===== config.mk =====
export PLATFORM = sky130hd
export DESIGN_NAME = seq_serializer
export DESIGN_NICKNAME = d
export VERILOG_FILES = /design/src/rtl/seq_serializer.sv
export SDC_FILE = /design/constraint.sdc
export NUM_CORES = 1
export LEC_CHECK = 0
export BUFFER_PORTS_ARGS = -buffer_cell sky130_fd_sc_hd__buf_2
export CORE_MARGIN = 3
export CORE_UTILIZATION = 46
export CTS_CLUSTER_DIAMETER = 30
export CTS_CLUSTER_SIZE = 25
export DETAILED_ROUTE_END_ITERATION = 7
export MAX_ROUTING_LAYER = met4
export PLACE_DENSITY = 0.7
export REMOVE_ABC_BUFFERS = 1
export SLEW_MARGIN = 20
export SYNTH_ARGS = -nofsm -noshare
export SYNTH_HDL_FRONTEND = slang
export SYNTH_SLANG_ARGS = --single-unit

===== constraint.sdc =====
create_clock -name clk -period 1.9 [get_ports clk]
set_input_delay 0.38 -clock clk [delete_from_list [all_inputs] [get_ports clk]]
set_output_delay 0.38 -clock clk [all_outputs]
set_load 0.01 [all_outputs]

===== src/rtl/seq_serializer.sv =====
// Parallel-in/serial-out feeder: WIDTH-bit words shifted out MSB-first, back-to-back with no gap.
// Optional even-parity bit after each word when SEQ_SERIALIZER_PARITY_EN is defined.
module seq_serializer #(
  parameter int WIDTH = 8
) (
  input  logic             clk,
  input  logic             rst,
  input  logic             load_valid,
  input  logic [WIDTH-1:0] din,
  output logic             load_ready,
  output logic             out,
  output logic             out_valid,
  output logic             busy
);

  localparam int CW = $clog2(WIDTH);

`ifdef SEQ_SERIALIZER_PARITY_EN
  typedef enum logic [1:0] {IDLE = 2'd0, SHIFT = 2'd1, PAR = 2'd2} state_t;
`else
  typedef enum logic {IDLE = 1'b0, SHIFT = 1'b1} state_t;
`endif

  state_t           state_q, state_d;
  logic [WIDTH-1:0] sreg_q, sreg_d;
  logic [CW-1:0]    cnt_q, cnt_d;
  logic             out_q, out_d;
  logic             out_valid_q, out_valid_d;
  logic             accept;
  logic             last_bit;
`ifdef SEQ_SERIALIZER_PARITY_EN
  logic             par_q, par_d;
`endif

  assign accept   = load_valid && load_ready;
  assign last_bit = (cnt_q == '0);

  // State register
  always_ff @(posedge clk or posedge rst) begin
    if (rst) begin
      state_q <= IDLE;
    end else begin
      state_q <= state_d;
    end
  end

  // Next-state logic
  always_comb begin
    state_d = state_q;
    case (state_q)
      IDLE: begin
        if (accept) state_d = SHIFT;
      end
      SHIFT: begin
        if (last_bit) begin
`ifdef SEQ_SERIALIZER_PARITY_EN
          state_d = PAR;
`else
          state_d = accept ? SHIFT : IDLE;
`endif
        end
      end
`ifdef SEQ_SERIALIZER_PARITY_EN
      PAR: begin
        state_d = accept ? SHIFT : IDLE;
      end
`endif
      default: state_d = IDLE;
    endcase
  end

  // Output logic: ready depends on state and counter only, never on load_valid
  always_comb begin
    load_ready = 1'b0;
    busy       = (state_q != IDLE);
    case (state_q)
      IDLE:  load_ready = 1'b1;
`ifdef SEQ_SERIALIZER_PARITY_EN
      SHIFT: load_ready = 1'b0;
      PAR:   load_ready = 1'b1;
`else
      SHIFT: load_ready = last_bit;
`endif
      default: load_ready = 1'b0;
    endcase
  end

  // Datapath: a load always restarts the word from its MSB, whatever state it comes from
  always_comb begin
    sreg_d      = sreg_q;
    cnt_d       = cnt_q;
    out_d       = out_q;
    out_valid_d = out_valid_q;
`ifdef SEQ_SERIALIZER_PARITY_EN
    par_d       = par_q;
`endif
    if (accept) begin
      sreg_d      = din << 1;
      out_d       = din[WIDTH-1];
      out_valid_d = 1'b1;
      cnt_d       = CW'(WIDTH - 1);
`ifdef SEQ_SERIALIZER_PARITY_EN
      par_d       = ^din;
`endif
    end else begin
      case (state_q)
        SHIFT: begin
          if (!last_bit) begin
            out_d       = sreg_q[WIDTH-1];
            sreg_d      = sreg_q << 1;
            cnt_d       = cnt_q - CW'(1);
            out_valid_d = 1'b1;
          end else begin
`ifdef SEQ_SERIALIZER_PARITY_EN
            out_d       = par_q;
            out_valid_d = 1'b1;
`else
            out_d       = 1'b0;
            out_valid_d = 1'b0;
`endif
          end
        end
        default: begin
          out_d       = 1'b0;
          out_valid_d = 1'b0;
        end
      endcase
    end
  end

  always_ff @(posedge clk or posedge rst) begin
    if (rst) begin
      sreg_q      <= '0;
      cnt_q       <= '0;
      out_q       <= 1'b0;
      out_valid_q <= 1'b0;
`ifdef SEQ_SERIALIZER_PARITY_EN
      par_q       <= 1'b0;
`endif
    end else begin
      sreg_q      <= sreg_d;
      cnt_q       <= cnt_d;
      out_q       <= out_d;
      out_valid_q <= out_valid_d;
`ifdef SEQ_SERIALIZER_PARITY_EN
      par_q       <= par_d;
`endif
    end
  end

  assign out       = out_q;
  assign out_valid = out_valid_q;

endmodule


==> results of run 1 <==
final timing paths:
kind / end / cells past startpoint
min: sreg_q[7] / 2
max in group asynchronous: sreg_q[6] / 2
min in group clk: out / 3
min reg2reg: cnt_q[0] / 1
max reg2reg: sreg_q[6] / 6
max: load_ready / 5
registers in the layout, indices dropped and copies added, names as in the netlist:
register and flops:
sreg_q 7, out 1, busy 1, out_valid 1
cnt_q 3
kinds of logic (layout without fill, tap and decap cells):
family,Yosys count,in the layout,synth area share (%)
muxes,15,15,26.7
AOI/OAI and AO/OA,3,3,3.68
adders and majority gates,2,2,3.88
DFF,13,13,50.4
and+or+nand+nor,11,11,8.92
buffers and inverters,7,25,6.40
timing repair:
item / 4_1_cts / 5_1_grt
buffers inserted: 0 / 0
gates resized for setup: 0 / 1
setup endpoints to repair: 0 / 1
synth_stat cells (all sizes together):
master,number
o311a,1
mux2,12
nor2,3
buf,2
inv,5
dfrtp,13
nand2,3
mux2i,3
and2,1
o21ai,2
ha,2
nand2b,3
nand3,1
power breakdown:
part	internal (W)	switching [W]
combinational	0.000225	0.000182
sequential	0.000377	0.0000611
clock	0.0000812	0.0000858
total	0.000683	0.000329
layer usage:
metal | global-route usage, % | wire (µm) | vias up
met2 | 23.6 | 492 | 13
met4 | 1.81 | 4 | 0
met5 | - | 0 | -
met1 | 15.5 | 494 | 189
met3 | 6.22 | 52 | 2
li1 | - | - | 206
cell type report:
| class | count | area [µm²] |
|---|---|---|
| Clock buffer | 4 | 26.3 |
| Fill cell | 117 | 442 |
| Inverter | 5 | 18.8 |
| Multi-Input combinational cell | 31 | 287 |
| Sequential cell | 13 | 325 |
| Tap cell | 14 | 17.5 |
| Timing Repair Buffer | 16 | 85.1 |
stage by stage:
stage          worst slack [ns]  area, µm²  instances  total power (W)
2_1_floorplan             0.254        623         49         0.000716
3_3_place_gp              0.339        726         79         0.000827
3_5_place_dp              0.274        726         79         0.000842
4_1_cts                  0.0552        752         83          0.00101
5_1_grt                  0.0146        759         83          0.00110
6_report                  0.144        759         83          0.00101
==> results.md, run 1 <==
- Counting flops and latches in the post-synthesis netlist gives 13.
- In the layout the commonest cells are sky130_fd_sc_hd__buf_2, sky130_fd_sc_hd__dfrtp_1, sky130_fd_sc_hd__mux2_2, sky130_fd_sc_hd__inv_1.
- The worst setup path is captured at an output port.
- After clock tree synthesis, the clock-pin slew on the worst setup and hold paths is roughly 0.080 ns.
- The number of endpoints with negative hold slack in the final report is 0.
- After the last flow step, the layout net total stands at 83.
- The number of antenna violations at the first check in global routing is 0.
- The count of routing violations after the opening detailed-route iteration is 2.
- The total wire length after detailed routing is 1.04 mm.
- The total iterations of the first detailed-routing run is 2.
- For this run, design rule violations remaining after detail routing come to 0.
- The final period utilization is about 90%.
- The flow ran to the end, and the final reports show no timing, DRC or antenna violations.
- The largest individual stage delay along the critical path comes from the cell sky130_fd_sc_hd__dfrtp_1.
- The stage delay of the slowest cell on the critical path is between 0.3 and 0.4 ns.
- TritonCTS built the clock tree.
- The number of maximum-capacitance violations is 0.
- The data required time at the worst endpoint is ~1.5 ns.
- The setup clock skew after layout is 0.000605 ns.
- The max-slew violation count is 0.
- From left edge to right edge, the die measures ~43 µm.
- Synthesis produced a netlist whose cell count is 51.
- The number of distinct library cell variants in the gate-level netlist after synthesis is 16.
- During I/O placement, the number of pins put on the boundary was 15.
- The routability congestion estimate is 0.647.
- The via count of the first global-routing pass is between 400 and 500.
- The launching point of the worst reg2reg path is cnt_q[0].
- Summed over all layers, the global routing overflow is 0.
- The final routed wire length divided by cell count is around 13 µm.
- The clock reaches the later pin of the worst-skew pair after 0.27 ns.
- Along the worst path, the maximum fanout reaches 6.
- The routed layout has 410 vias.
- The synthesized area per cell is 12.7 µm².
- In this run the worst setup path begins at cnt_q[0].
- The share of layout cells above drive strength 1 is approximately half.
- Traced cell by cell, the critical path runs through inv_1 > ha_1 > inv_1 > o21ai_4 > buf_2.
- CTS saw 13 sinks.
- In this run the number of H-tree levels came out at 1.
- The clock passes through at most 2 buffers.
- Setup repair after global routing left no endpoint under its margin.
- Leaving out fill and tap cells, the most frequent cell in the layout is sky130_fd_sc_hd__buf_2.
- The yosys synthesis warning count is 0.
- Input and output buffers added on the ports amount to 14.
- Across all register-to-register paths, the minimum setup slack is 0.35 ns.
- Once the floorplan was initialized, standard cells occupied 53.7% of the core.
- The final antenna diode count is 0.
- The worst setup path is launched from a flip-flop.
- The maximum frequency from static timing analysis is ~0.57 GHz.
- The wire length of the first global-routing pass is between 1.5 and 2 mm.
- The post-synthesis instance area is 646 µm².
- In this run the power density over the cells is roughly 1300 nW/µm².
- The worst hold path class is in -> async.
- The data arrival time at the worst-slack endpoint is ~1.4 ns.
- Broken down by cell family, the worst path's largest delay share belongs to flip-flops.
- Row generation in the floorplan step produced 12 rows.
- The aggregate negative setup slack is 0 ns.
- The core region is between 1000 and 1500 µm².
- The number of hold-repair buffers added at the cts stage is 0.
- The final count of negative-setup-slack endpoints is 0.
- The floorplan die height is about 43 µm.
- The minimum hold slack is roughly 0.12 ns.
- The synthesized design spends more area on one cell type than any other, namely sky130_fd_sc_hd__dfrtp_1.
- The estimated wirelength of the detail-placed design is a little under 800 µm.
- For this run, the share of the core covered by cells in the final layout is 63.2%.
- The slew at the pin closest to its max-slew limit is around 0.49 ns.
- The worst setup path is of the reg -> out kind.
- The via density per instance is around 5.
- The final critical-path required period is between 1.5 and 2 ns.
- Entering global routing, the biggest net connects 15 pins.
- The leakage power is ~0.38 nW.
- TritonCTS created 3 clock buffers.
- The clock root buffer is sky130_fd_sc_hd__clkbuf_4.
- The cell repeated most along the worst path is sky130_fd_sc_hd__inv_1.
- The area growth from synthesis to layout is 17.6%.
- The die covers ~1900 µm².
- The detail route stage leaves a number of antenna-violating nets equal to 0.
- After synthesis, the cell types taking the most area are sky130_fd_sc_hd__dfrtp_1, sky130_fd_sc_hd__mux2_2, sky130_fd_sc_hd__mux2i_1.
- Together, buffers and inverters on the worst path number 3.
- For this run, the register share of the synthesized area comes to approximately half.
- VDD sags by at most 1.13 mV.
- The worst slew margin relative to its limit is between 60% and 70%.
- The share of the synthesized area in the top cell type is roughly 50%.
- Global routing used between 10% and 20% of the available tracks.
No activity file was read; power rests on OpenSTA's default activity.
==> run 2, diff against run 1 <==
--- a/config.mk
+++ b/config.mk
@@ -7,12 +7,12 @@
 export LEC_CHECK = 0
 export BUFFER_PORTS_ARGS = -buffer_cell sky130_fd_sc_hd__buf_2
 export CORE_MARGIN = 3
-export CORE_UTILIZATION = 46
+export CORE_UTILIZATION = 45
 export CTS_CLUSTER_DIAMETER = 30
 export CTS_CLUSTER_SIZE = 25
 export DETAILED_ROUTE_END_ITERATION = 7
 export MAX_ROUTING_LAYER = met4
-export PLACE_DENSITY = 0.7
+export PLACE_DENSITY = 0.71
 export REMOVE_ABC_BUFFERS = 1
 export SLEW_MARGIN = 20
 export SYNTH_ARGS = -nofsm -noshare
==> constraint.sdc (replaced) <==
create_clock -name clk -period 1.4 [get_ports clk]
set_input_delay 0.28 -clock clk [delete_from_list [all_inputs] [get_ports clk]]
set_output_delay 0.28 -clock clk [all_outputs]
set_load 0.01 [all_outputs]
==> run 2 against run 1 <==
Net effect:
- the flow now finishes with violations (setup timing)
- critical path type unchanged
- wire length is 3.1% higher
- flip-flop and latch count stayed put
- critical path depth stayed put
- global-route usage is 0.064 points lower
- largest cell class unchanged
- register-to-register slack worse by 0.39 ns
- core utilization is 0.84 points lower
- first-iteration DRC count is 50% lower
- sequential share of layout area is 3.3 points lower
==> results.md, run 2 (same netlist as run 1, synthesis figures left out) <==
- The final antenna diode count was 0 (unchanged).
- The count of H-tree levels built during CTS is 1 (unchanged).
- The stage delay of the slowest cell on the critical path is 0.39 ns (about the same).
- The estimated wirelength of the detail-placed design is 781 µm (was 779 µm).
- The antenna violation net count after detailed routing is 0 (unchanged).
- The overall fraction of global-route tracks in use is 13.9% (about the same).
- The number of port buffers is 14 (unchanged).
- The routability congestion estimate was 0.679 (was 0.647).
- The number of flip-flops under the largest register name is 7 (unchanged).
- The deepest clock path buffer count is 2 (unchanged).
- The number of antenna violations at the first check in global routing is 0 (unchanged).
- Biggest registers after layout: sreg_q: 7 flops, cnt_q: 3 flops (unchanged).
- The remaining global-route overflow is 0 (unchanged).
- The via density per instance is 4.84 (was 4.94).
- The share of total power in sequential cells was 38.5% (was 43.3%).
- The critical path's slowest cell is sky130_fd_sc_hd__dfrtp_1 (unchanged).
- The switching power is 0.000500 W (was 0.000329 W).
- The pin count of the biggest net entering global routing was 15 (unchanged).
- The CTS clock-pin slew for the worst setup and hold paths was 0.08 ns (about the same).
- The fill cell instance count of the final layout is 101 (was 117).
- The worst-skew pair later-pin latency is 0.27 ns (about the same).
- The share of layout cells above drive strength 1 is 59.5% (was 49.3%).
- The final count of negative-setup-slack endpoints is 7 (was 0).
- The wire length of the first global-routing pass is 1.87 mm (was 1.95 mm).
- The gate family responsible for the most delay along the worst path was flip-flops (unchanged).
- The number of maximum-capacitance violations came to 0 (unchanged).
- The cell repeated most along the worst path was sky130_fd_sc_hd__inv_2 (was sky130_fd_sc_hd__inv_1).
- The data required time at the worst endpoint is 1.12 ns (was 1.52 ns).
- The CTS sink count is 13 (unchanged).
- Subtracting the final worst setup slack from the clock period gives roughly 1.5 ns.
- The startpoint type of the worst setup path was a flip-flop (unchanged).
- The die area was 1930 µm² (was 1890 µm²).
- The final total power is 0.00154 W (was 0.00101 W).
- Commonest cells after routing, fill and taps aside: sky130_fd_sc_hd__dfrtp_1, sky130_fd_sc_hd__buf_2, sky130_fd_sc_hd__mux2_2, sky130_fd_sc_hd__buf_4 (was sky130_fd_sc_hd__buf_2, sky130_fd_sc_hd__dfrtp_1, sky130_fd_sc_hd__mux2_2, sky130_fd_sc_hd__inv_1).
- The count of placed standard cells including taps is 84 (was 79).
- The maximum vdd ir drop is 0.975 mV (was 1.13 mV).
- The worst setup slack after layout is -0.0931 ns (was 0.144 ns).
- The number of DRC violations after detailed routing is 0 (unchanged).
- The largest fanout of any net on the critical path came to 3 (was 6).
- The power per standard cell area is 1880 nW/µm² (was 1330 nW/µm²).
- The effective utilization at floorplan was 49.0% (was 53.7%).
- Crit-path cells: inv_2 > ha_4 > inv_2 > o21ai_4 > buf_6 (was inv_1 > ha_1 > inv_1 > o21ai_4 > buf_2).
- Setup repair after global routing missed its margin: true (was false).
- The floorplan row count is 13 (was 12).
- The register area is 325 µm² (unchanged).
- The floorplan die width came to 43.9 µm (was 43.5 µm).
- The largest register by flop count was sreg_q (unchanged).
- The layout overhead on the synthesized area was 27.3% (was 17.6%).
- The clock root buffer is sky130_fd_sc_hd__clkbuf_4 (unchanged).
- The final routed wire length divided by cell count came to 12.1 µm (was 12.6 µm).
- The count of routing violations after the opening detailed-route iteration is 1 (was 2).
- The checks that failed: setup timing.
- The total wire length after detailed routing is 1.07 mm (was 1.04 mm).
- The cell area after placement is 769 µm² (was 726 µm²).
- Result of the run: finished, violations left (was finished, final reports clean).
- The final cell count without fillers is 89 (was 83).
- The number of hold-repair buffers added at the cts stage is 0 (unchanged).
- The final layout net count is 88 (was 83).
- The internal reg-to-reg setup slack is -0.04 ns (was 0.35 ns).
- The setup clock skew after layout is 0.00513 ns (was 0.000605 ns).
- The part of the power in the clock network was 15.0% (was 16.5%).
- The leakage power is 0.407 nW (was 0.380 nW).
- The maximum frequency from static timing analysis is about 0.67 GHz.
- The number of endpoints with negative hold slack in the final report is 0 (unchanged).
- The final design instance area without fill came to 822 µm² (was 759 µm²).
- The via count came to 431 (was 410).
- The clock buffer count from CTS is 3 (unchanged).
- The combined area of the multi-input logic cells was 299 µm² (was 287 µm²).
- The critical path class is reg -> out (unchanged).
- The slew at the pin closest to its max-slew limit is 0.490 ns (was 0.494 ns).
- The TritonCTS clock tree was yes (unchanged).
- The via count of the first global-routing pass came to 436 (was 452).
- The total buffers and inverters traversed by the critical path came to 3 (unchanged).
- The number of placed I/O pins is 15 (unchanged).
- The final critical path takes up 107% of the cycle.
- The data arrival time at the worst-slack endpoint is 1.21 ns (was 1.38 ns).
- The floorplan die height is 43.9 µm (was 43.5 µm).
- The minimum hold slack is 0.00915 ns (was 0.119 ns).
- The cell internal power dissipation is 0.00104 W (was 0.000683 W).
- The max-slew violation count is 0 (unchanged).
- The logic gate share of total power came to 46.5% (was 40.2%).
- The worst slew margin relative to its limit was 67.3% (was 67.0%).
- The kind of end point of the critical path is an output port (unchanged).
- The worst hold path class is in -> async (unchanged).
- The worst setup slack after placement is -0.0385 ns (was 0.274 ns).
- The total iterations of the first detailed-routing run is 2 (unchanged).
- The net switching fraction of the power came to 32.4% (was 32.5%).
- The placeable core region is 1320 µm² (was 1200 µm²).
-- run 2: cell count changes in the layout (fill, tap and decap cells not counted), sizes merged --
cell	before	now
buf	16	21
clkbuf	4	3
clkinv	0	1
-- run 2: routing by layer --
metal	share of wire (%)	up-vias	global-route usage, %
met4	0.74	0	7.23
met1	47	202	17.9
met3	5.3	2	2.49
li1	-	215	-
met5	0	-	-
met2	47	12	20.6
-- run 2: what timing repair did --
| item | CTS | global route |
|---|---|---|
| gates resized for setup | 7 | 1 |
| buffers inserted | 2 | 0 |
| pin swaps | 2 | 1 |
| setup endpoints to repair | 7 | 8 |
-- run 2: path summary, 6_finish.rpt --
kind                            startpoint         end  cells after the start
worst max-delay path              cnt_q[1]  load_ready                      5
worst min-delay path                   rst   out_valid                      2
worst max register to register    cnt_q[1]   sreg_q[6]                      6
worst min register to register   sreg_q[4]   sreg_q[5]                      1
max in group asynchronous              rst    cnt_q[2]                      2
min in group clk                    din[7]         out                      3
-- run 2: worst register-to-register path: stages (launching register included) --
cell and delay, ns:
sky130_fd_sc_hd__dfrtp_1 0.39, sky130_fd_sc_hd__inv_2 0.08, sky130_fd_sc_hd__ha_4 0.13, sky130_fd_sc_hd__inv_2 0.04, sky130_fd_sc_hd__o21ai_4 0.17, sky130_fd_sc_hd__buf_6 0.18
sky130_fd_sc_hd__mux2_2 0.34
-- run 2: power by group through the flow --
stage	sequential, W	clock, W	combinational, W
after detailed placement	0.000589	0	0.000671
final	0.000595	0.000232	0.000718
after global placement	0.000586	0	0.000651
after CTS	0.000594	0.000238	0.000779
after global routing	0.000607	0.000252	0.000806
after floorplan	0.000588	0	0.000383
-- run 2: area by class of cell --
type	instances	area share, %
clock buffers	3	2.74
repair buffers	21	16.1
multi-input cells	31	36.4
inverters	5	2.28
well taps	15	2.28
flip-flops and latches	13	39.6
clock inverters	1	0.609
-- run 2: per-stage QoR --
step	setup TNS, ns	util, %
floorplan	-1.56	-
global placement	-0.0443	58.4
detailed placement	-0.176	58.4
CTS	-1.19	63.6
global route	-0.793	62.4
finish	-0.274	62.4
